<file path="src/rtl/barrett_reduce_tail_if.sv">
`default_nettype none
// ============================================================================
// Module      : barrett_reduce_tail_if
// Description : Request/response bundle for the Barrett reduction tail stage.
// Revision    : 1.0 - initial release
// ============================================================================
interface barrett_reduce_tail_if #(
  parameter int RADIX = 54
);
  logic             in_valid;
  logic             in_ready;
  logic [RADIX-1:0] q;
  logic [RADIX+1:0] x_low;
  logic [RADIX-1:0] m;
  logic             out_valid;
  logic             out_ready;
  logic [RADIX-1:0] r;
  logic             corr_err;

  modport master (
    output in_valid, q, x_low, m, out_ready,
    input  in_ready, out_valid, r, corr_err
  );

  modport slave (
    input  in_valid, q, x_low, m, out_ready,
    output in_ready, out_valid, r, corr_err
  );
endinterface
`default_nettype wire

</file>
<file path="src/rtl/barrett_reduce_tail.sv">
`default_nettype none
// ============================================================================
// Module      : barrett_reduce_tail
// Description : r = (x_low - q*m) mod 2^(RADIX+2) with two conditional
//               subtractions of m; q*m built on one shared LIMB x LIMB multiplier.
// Revision    : 1.0 - initial release
// ============================================================================
module barrett_reduce_tail #(
  parameter int RADIX = 54,
  parameter int LIMB  = 18
) (
  input  wire logic               clk,
  input  wire logic               rst_n,
  barrett_reduce_tail_if.slave    bus
);
  localparam int NLIMB = RADIX / LIMB;
  localparam int W     = RADIX + 2;
  localparam int IW    = (NLIMB > 1) ? $clog2(NLIMB) : 1;
  localparam logic [IW-1:0] c_last = IW'(NLIMB - 1);

  typedef enum logic [2:0] {
    S_IDLE = 3'd0,
    S_MUL  = 3'd1,
    S_SUB  = 3'd2,
    S_COR1 = 3'd3,
    S_COR2 = 3'd4,
    S_DONE = 3'd5
  } state_t;

  state_t           r_state;
  logic [RADIX-1:0] r_q;
  logic [RADIX-1:0] r_m;
  logic [W-1:0]     r_x;
  logic [W-1:0]     r_acc;
  logic [W-1:0]     r_t;
  logic [IW-1:0]    r_i;
  logic [IW-1:0]    r_j;
  logic [RADIX-1:0] r_r;
  logic             r_corr;
  logic             r_out_valid;
  logic             r_in_ready;

  logic [LIMB-1:0]     w_q_limb;
  logic [LIMB-1:0]     w_m_limb;
  logic [2*LIMB-1:0]   w_prod;
  logic [W+2*LIMB-1:0] w_prod_ext;
  logic [31:0]         w_shamt;
  logic [W-1:0]        w_term;
  logic [W-1:0]        w_m_ext;
  logic [W-1:0]        w_t_cor;

  // The single shared multiplier: one limb pair per MUL cycle.
  assign w_q_limb   = r_q[32'(r_i)*LIMB +: LIMB];
  assign w_m_limb   = r_m[32'(r_j)*LIMB +: LIMB];
  assign w_prod     = w_q_limb * w_m_limb;
  assign w_prod_ext = {{W{1'b0}}, w_prod};
  assign w_shamt    = LIMB * (32'(r_i) + 32'(r_j));
  // Partial products landing above bit W-1 are discarded by the truncation.
  assign w_term     = W'(w_prod_ext << w_shamt);

  assign w_m_ext = {2'b00, r_m};
  assign w_t_cor = (r_t >= w_m_ext) ? (r_t - w_m_ext) : r_t;

  always_ff @(posedge clk or negedge rst_n) begin
    if (!rst_n) begin
      r_state     <= S_IDLE;
      r_q         <= '0;
      r_m         <= '0;
      r_x         <= '0;
      r_acc       <= '0;
      r_t         <= '0;
      r_i         <= '0;
      r_j         <= '0;
      r_r         <= '0;
      r_corr      <= 1'b0;
      r_out_valid <= 1'b0;
      r_in_ready  <= 1'b1;
    end else begin
      case (r_state)
        S_IDLE: begin
          if (bus.in_valid) begin
            r_q        <= bus.q;
            r_m        <= bus.m;
            r_x        <= bus.x_low;
            r_acc      <= '0;
            r_i        <= '0;
            r_j        <= '0;
            r_in_ready <= 1'b0;
            r_state    <= S_MUL;
          end
        end
        S_MUL: begin
          r_acc <= r_acc + w_term;
          if (r_j == c_last) begin
            r_j <= '0;
            if (r_i == c_last) begin
              r_i     <= '0;
              r_state <= S_SUB;
            end else begin
              r_i <= r_i + IW'(1);
            end
          end else begin
            r_j <= r_j + IW'(1);
          end
        end
        S_SUB: begin
          r_t     <= r_x - r_acc;
          r_state <= S_COR1;
        end
        S_COR1: begin
          r_t     <= w_t_cor;
          r_state <= S_COR2;
        end
        S_COR2: begin
          // Outputs are registered here so they appear together with DONE.
          r_t         <= w_t_cor;
          r_r         <= w_t_cor[RADIX-1:0];
          r_corr      <= (w_t_cor >= w_m_ext);
          r_out_valid <= 1'b1;
          r_state     <= S_DONE;
        end
        S_DONE: begin
          if (bus.out_ready) begin
            r_out_valid <= 1'b0;
            r_in_ready  <= 1'b1;
            r_state     <= S_IDLE;
          end
        end
        default: begin
          r_out_valid <= 1'b0;
          r_in_ready  <= 1'b1;
          r_state     <= S_IDLE;
        end
      endcase
    end
  end

  assign bus.in_ready  = r_in_ready;
  assign bus.out_valid = r_out_valid;
  assign bus.r         = r_r;
  assign bus.corr_err  = r_corr;

endmodule
`default_nettype wire

</file>
<file path="src/flat_wrapper.sv">
// flat-port wrapper written by rule: the top's interface ports become plain ports
module barrett_reduce_tail_flat 
#(
  parameter int RADIX = 54,
  parameter int LIMB  = 18
)
  (clk, rst_n, bus_in_valid, bus_q, bus_x_low, bus_m, bus_out_ready, bus_in_ready, bus_out_valid, bus_r, bus_corr_err);
  barrett_reduce_tail_if #(.RADIX(RADIX)) bus_i ();
  input  wire logic clk;
  input  wire logic rst_n;
  input wire logic [$bits(bus_i.in_valid)-1:0] bus_in_valid;
  input wire logic [$bits(bus_i.q)-1:0] bus_q;
  input wire logic [$bits(bus_i.x_low)-1:0] bus_x_low;
  input wire logic [$bits(bus_i.m)-1:0] bus_m;
  input wire logic [$bits(bus_i.out_ready)-1:0] bus_out_ready;
  output wire logic [$bits(bus_i.in_ready)-1:0] bus_in_ready;
  output wire logic [$bits(bus_i.out_valid)-1:0] bus_out_valid;
  output wire logic [$bits(bus_i.r)-1:0] bus_r;
  output wire logic [$bits(bus_i.corr_err)-1:0] bus_corr_err;
  assign bus_i.in_valid = bus_in_valid;
  assign bus_i.q = bus_q;
  assign bus_i.x_low = bus_x_low;
  assign bus_i.m = bus_m;
  assign bus_i.out_ready = bus_out_ready;
  assign bus_in_ready = bus_i.in_ready;
  assign bus_out_valid = bus_i.out_valid;
  assign bus_r = bus_i.r;
  assign bus_corr_err = bus_i.corr_err;
  barrett_reduce_tail #(.RADIX(RADIX), .LIMB(LIMB)) u_core (.clk(clk), .rst_n(rst_n), .bus(bus_i));
endmodule
</file>
<file path="config.mk">
export PLATFORM = sky130hd
export DESIGN_NAME = barrett_reduce_tail_flat
export DESIGN_NICKNAME = d
export VERILOG_FILES = /design/src/rtl/barrett_reduce_tail_if.sv /design/src/rtl/barrett_reduce_tail.sv /design/src/flat_wrapper.sv
export SDC_FILE = /design/constraint.sdc
export NUM_CORES = 2
export LEC_CHECK = 0
export ABC_AREA = 1
export BUFFER_PORTS_ARGS = -buffer_cell sky130_fd_sc_hd__buf_2
export CAP_MARGIN = 20
export CORE_MARGIN = 1
export CORE_UTILIZATION = 40
export CTS_CLUSTER_SIZE = 16
export DETAILED_ROUTE_END_ITERATION = 8
export PLACE_DENSITY = 0.66
export SYNTH_ARGS = -nofsm -noshare
export SYNTH_HDL_FRONTEND = slang
export SYNTH_SLANG_ARGS = --single-unit
</file>
<file path="constraint.sdc">
create_clock -name clk -period 9.6 [get_ports clk]
set_clock_uncertainty 0.2 [all_clocks]
set_input_delay 0.48 -clock clk [delete_from_list [all_inputs] [get_ports clk]]
set_output_delay 0.48 -clock clk [all_outputs]
set_load 0.01 [all_outputs]
</file>
=== Yosys cells after proc, flatten, opt, wreduce, memory -nomap -nowiden ===
Cells that the tools add are included.
Widths: inputs -> output; s select.

* Register bits after elaboration: 340
* Input port bits: 168
* Output and inout port bits: 57
* Logic and storage cells: 72

* Add/subtract/negate cells: 6
* Multiply operators: 4
* Magnitude comparators: 2
* Equality and inequality tests: 11
* Shift-type cells: 3
* Mux-type cells: 20
* Bitwise gates (word level): 2
* Reduce and logical (&&, ||, !) cells: 12

{| class="wikitable"
|+ Operators with widths
! kind !! number
|-
| $pmux 56 s2 || 2
|-
| $ge 56x54->1 || 2
|-
| $mux 56 || 2
|-
| $shiftx 54x8->18 || 2
|-
| $add 56x56->56 || 1
|-
| $shl 36x32->56 || 1
|-
| $sub 56x54->56 || 1
|-
| $sub 56x56->56 || 1
|-
| $mul 18x18->36 || 1
|-
| $mul 4x32->31 const A || 1
|-
| $pmux 3 s6 || 1
|-
| $mul 2x4->6 const B || 2
|-
| $mux 3 || 4
|-
| $mux 2 || 4
|-
| $pmux 2 s2 || 2
|-
| $reduce_or 4->1 || 2
|-
| $eq 3x2->1 const B || 2
|-
| $eq 3x3->1 const B || 2
|-
| $pmux 1 s3 || 2
|-
| $reduce_and 2->1 || 3
|-
| $reduce_and 3->1 || 2
|-
| $add 2x1->2 const B || 2
|-
| $eq 2x2->1 const B || 2
|-
| $ne 2x1->1 const B || 2
|-
| 9 further kinds || 14
|}

=== Longest topological paths before layout ===
* Word-level depth: 6
* Gate-level depth with buffers: 55
* Mapped depth without buffers: 52

=== Least setup slack after synthesis ===
Ideal clock, no wire load.

* Kind: register to register
* From: reg u_core.r_j[1]
* To: reg u_core.r_acc[49]
* Library setup time: 126 ps
* Data arrival time: 8284 ps
* Data required time: 9274 ps
* Setup slack: 989 ps
* Stages on the path, launching flop included: 50
* Path buffers: 3
* Period minus slack after synthesis: 8611 ps
* Cells stage by stage: dfrtp_1 > inv_1 > nor2_1 > clkbuf_1 > clkbuf_1 > nand2_1 > o221ai_1 > clkbuf_1 > nand2_1 > fa_1 > inv_1 > fa_1 > inv_1 > fa_1 > inv_1 > fa_1 > fa_1 > inv_1 > [14 not listed] > nand3_1 > a31oi_1 > nor2_1 > ha_1 > nand2_1 > nor2_1 > inv_1 > nor4_1 > nand3_1 > nand3_1 > a21o_1 > nand2_1 > nand2_1 > nand2_1 > nand2_1 > nand2_1 > nand2_1 > o21ai_0

* Cells in the longest elaborated chain, start to end: 6
* Elaborated cells between the ends (all ways): 8
* Classes of those cells: add/sub: 2; mul: 3; shift: 2; mux: 1

{| class="wikitable"
|+ Ends and longest elaborated chain
! element !! RTL line !! RTL
|-
| start, declared || barrett_reduce_tail.sv:37 || <nowiki>logic [IW-1:0] r_j;</nowiki>
|-
| start signal, assigned || barrett_reduce_tail.sv:103 || <nowiki>r_j <= r_j + IW'(1);</nowiki>
|-
| $mul 2x4->6 || barrett_reduce_tail.sv:54 || <nowiki>assign w_m_limb = r_m[32'(r_j)*LIMB +: LIMB];</nowiki>
|-
| $shiftx 54x8->18 || barrett_reduce_tail.sv:54 ||
|-
| $mul 18x18->36 || barrett_reduce_tail.sv:55 || <nowiki>assign w_prod = w_q_limb * w_m_limb;</nowiki>
|-
| $shl 36x32->56 * || barrett_reduce_tail.sv:59 || <nowiki>assign w_term = W'(w_prod_ext << w_shamt);</nowiki>
|-
| $add 56x56->56 * || barrett_reduce_tail.sv:93 || <nowiki>r_acc <= r_acc + w_term;</nowiki>
|-
| $pmux 56 s2 * || barrett_reduce_tail.sv:79 || <nowiki>case (r_state)</nowiki>
|-
| end signal, assigned || barrett_reduce_tail.sv:93 ||
|-
| end, declared || barrett_reduce_tail.sv:34 || <nowiki>logic [W-1:0] r_acc;</nowiki>
|}

Mark *: on every way between the ends. The rest lies on a longest branch, timed or not.
A chain may end at the register's enable or synchronous reset.

=== Worst setup path after layout ===
* From: reg u_core.r_j[1]
* To: reg u_core.r_acc[55]

Same word-level chain as after synthesis.

==> impl_metrics.env <==
export IMPL_r2r_start="u_core.r_j[1]"
export IMPL_instances_no_fill=7657
export IMPL_synth_edf_count=0
export IMPL_status="finished, final reports clean"
export IMPL_max_freq_mhz=109
export IMPL_ys_seq_area_share_pct=21.5
export IMPL_final_util_pct=48.4
export IMPL_required_ns=9.91
export IMPL_vias=41000
export IMPL_hold_viol=0
export IMPL_cts_tree="built"
export IMPL_synth_nets=6554
export IMPL_crit_type="flop to flop"
export IMPL_nets=7083
export IMPL_r2r_end="u_core.r_acc[55]"
export IMPL_critPathMaxFanout=18
export IMPL_first_pass_iters=5
export IMPL_min_path_type="input port to flop"
export IMPL_grt_pass1_wl_mm=234
export IMPL_antenna_found_initial=15
export IMPL_h_tree_depth=2
export IMPL_reg2reg_slack_ns=0.41
export IMPL_period_share_pct=95.8
export IMPL_grt_pass1_vias=39700
export IMPL_area_growth_syn_to_layout_pct=20.1
export IMPL_syn_area_um2=39600
export IMPL_insertion_delay_ns=0.62
export IMPL_cp_common_cell="nand2_1"
export IMPL_r2r_cells=43
export IMPL_synth_ff_type="dfrtp_1"
export IMPL_grt_max_degree=114
export IMPL_rsz0062_at_grt="yes"
export IMPL_yosysTopAreaCell="dfrtp_1"
export IMPL_tightest_slew_ns=1.03
export IMPL_ant_nets=0
export IMPL_slew_viol_final=0
export IMPL_period_needed_ns=9.19
export IMPL_drive_gt1_share_pct=11.9
export IMPL_numPortBuffers=224
export IMPL_critical_path_startpoint="u_core.r_j[1]"
export IMPL_max_cap_violations=0
export IMPL_worst_setup_path_start_kind="flop"
export IMPL_synthXorXnorAreaFrac_pct=1.68
export IMPL_drt_wl_total_mm=155
export IMPL_synth_seq_cells=340
export IMPL_yosys_warnings=0
export IMPL_critPathCaptureType="flop"
export IMPL_synth_compound_gate_area_share_pct=15.9
export IMPL_final_common_cell="nand2_1"
export IMPL_cpPeakStageDelay_ns=0.65
export IMPL_crit_end="u_core.r_acc[55]"
export IMPL_cts_made_buffers=42
export IMPL_wl_per_cell_um=20.3
export IMPL_finalSetupViolations=0
export IMPL_via_per_inst=5.36
export IMPL_gp_congestion=1.03
export IMPL_cp_slowest_cell="o21ai_0"
export IMPL_cts_sinks=340
export IMPL_die_area_um2=100000
export IMPL_placed_cells=7391
export IMPL_drtIter0Drc=3884
export IMPL_synthAdderAreaFrac_pct=23.5
export IMPL_synth_top_family_by_area="simple AND/OR/NAND/NOR gates"
export IMPL_timing_hold_ws_ns=0.0314
export IMPL_die_h_um=317
export IMPL_dp_hpwl_mm=124
export IMPL_fin_tns_setup_ns=0
export IMPL_start_util_pct=40.3
export IMPL_yosysTopAreaCellShare_pct=21.4
export IMPL_synthArstFlopShare_pct=100
export IMPL_synth_area_top_cells="dfrtp_1 (21%), nand2_1 (16%), fa_1 (13%)"
export IMPL_grt_ovfl_total=0
export IMPL_cp_arrival_ns=9.50
export IMPL_netlist_instances=5797
export IMPL_clkSlewWorstSetupHoldPaths_ns=0.06
export IMPL_die_w_um=317
export IMPL_synth_area_per_cell_um2=6.83
export IMPL_clk_path_buf_depth=3
export IMPL_drc=0
export IMPL_slew_headroom_pct=31.3
export IMPL_rows=115
export IMPL_synth_cell_type_count=67
export IMPL_cts_root_buf="clkbuf_16"
export IMPL_io_pins=225
export IMPL_most_common_layout_cells="nand2_1 (1662), inv_1 (1044), nor2_1 (387)"
export IMPL_synthMuxAreaShare_pct=0.0790
export IMPL_core_area_um2=98300
export IMPL_synthSimpleGateAreaFrac_pct=25.5
export IMPL_grt_usage_pct=30.5
Yosys cell counts, drive strengths merged, types with 4 or more instances:
library cell  number
a211oi             9
a21boi            27
a21o              26
a21oi            324
a221oi             7
a31oi             56
and2               6
and3               5
buf               33
clkbuf           126
dfrtp            339
fa               260
ha               329
inv             1061
nand2           1674
nand3            239
nand3b            14
nand4             50
nor2             410
nor3              43
nor4              17
o2111ai            5
o211ai            27
o21a              14
o21ai            476
o21bai            30
o221ai            43
o22ai             25
o31ai              4
or2               25
xnor2             37
xor2              39
through the flow:
| stage | instance area (um^2) | setup slack [ns] |
|---|---|---|
| floorplan | 39600 | 0.989 |
| CTS | 46900 | 0.0181 |
| global route | 47500 | -0.0324 |
| global placement | 43800 | -0.0182 |
| finish | 47600 | 0.406 |
| detailed placement | 43800 | 0.0233 |
final cells by class:
cell class / count / area (um^2)
Tap cell: 1287 / 1610
Sequential cell: 340 / 8510
Clock buffer: 58 / 1220
Fill cell: 9782 / 50700
Antenna cell: 11 / 27.5
Timing Repair Buffer: 644 / 4950
Multi-Input combinational cell: 4235 / 27000
Clock inverter: 19 / 274
Inverter: 1063 / 4000
critical path: cells and delay by family (launching register included):
| family | cells | cell delay (ns) |
|---|---|---|
| fa+ha+maj | 8 | 3.96 |
| compound gates | 7 | 1.80 |
| simple gates | 18 | 1.60 |
| buf+inv | 10 | 1.12 |
| flops | 1 | 0.41 |
timing repair:
| action | in CTS | in global routing |
|---|---|---|
| hold buffers | 162 | 1 |
| gates resized for setup | 0 | 116 |
| setup endpoints to repair | 0 | 37 |
| setup buffers | 0 | 14 |
| endpoints found under the hold margin | 265 | 1 |
cell families after synthesis:
logic type	Yosys count
adder cells (fa/ha/maj)	589
AO/OA/AOI/OAI	1083
flip-flops	340
buffers and inverters	1222
multiplexers	3
AND/OR/NAND/NOR	2484
XOR/XNOR	76
sequential cells by signal, indices dropped and copies added (netlist names):
| signal | count |
|---|---|
| u_core.bus.corr_err | 1 |
| u_core.bus.in_ready | 1 |
| u_core.bus.out_valid | 1 |
| u_core.bus.r | 54 |
| u_core.r_acc | 56 |
| u_core.r_i | 2 |
| u_core.r_j | 2 |
| u_core.r_m | 54 |
| u_core.r_q | 54 |
| u_core.r_state | 3 |
| u_core.r_t | 56 |
| u_core.r_x | 56 |
how the worst min path moves through the flow:
stage	slack, ns	cells after the start	endpoint	startpoint
after floorplan	-0.02	0	u_core.bus.corr_err	rst_n
final	0.03	3	u_core.r_state[0]	bus_in_valid
after detailed placement	0.26	2	u_core.bus.r[50]	u_core.bus.r[50]
after CTS	0.0002	3	u_core.r_x[1]	bus_x_low[1]
after global routing	0.04	3	u_core.r_x[55]	bus_x_low[55]
after global placement	0.26	2	u_core.bus.r[53]	u_core.bus.r[53]
metal layers:
layer | wire, um | track usage [%] | part of all wire [%] | up-vias
li1 | - | - | - | 19500
met1 | 66600 | 41.0 | 43 | 19500
met2 | 70400 | 48.9 | 45 | 1656
met3 | 11400 | 4.94 | 7.4 | 362
met4 | 6790 | 12.2 | 4.4 | 10
met5 | 69 | 0 | 0.044 | -
Power is left out: the tool's default activity adds up to more than one toggle a clock period on the data nets, which glitch-free logic cannot reach.
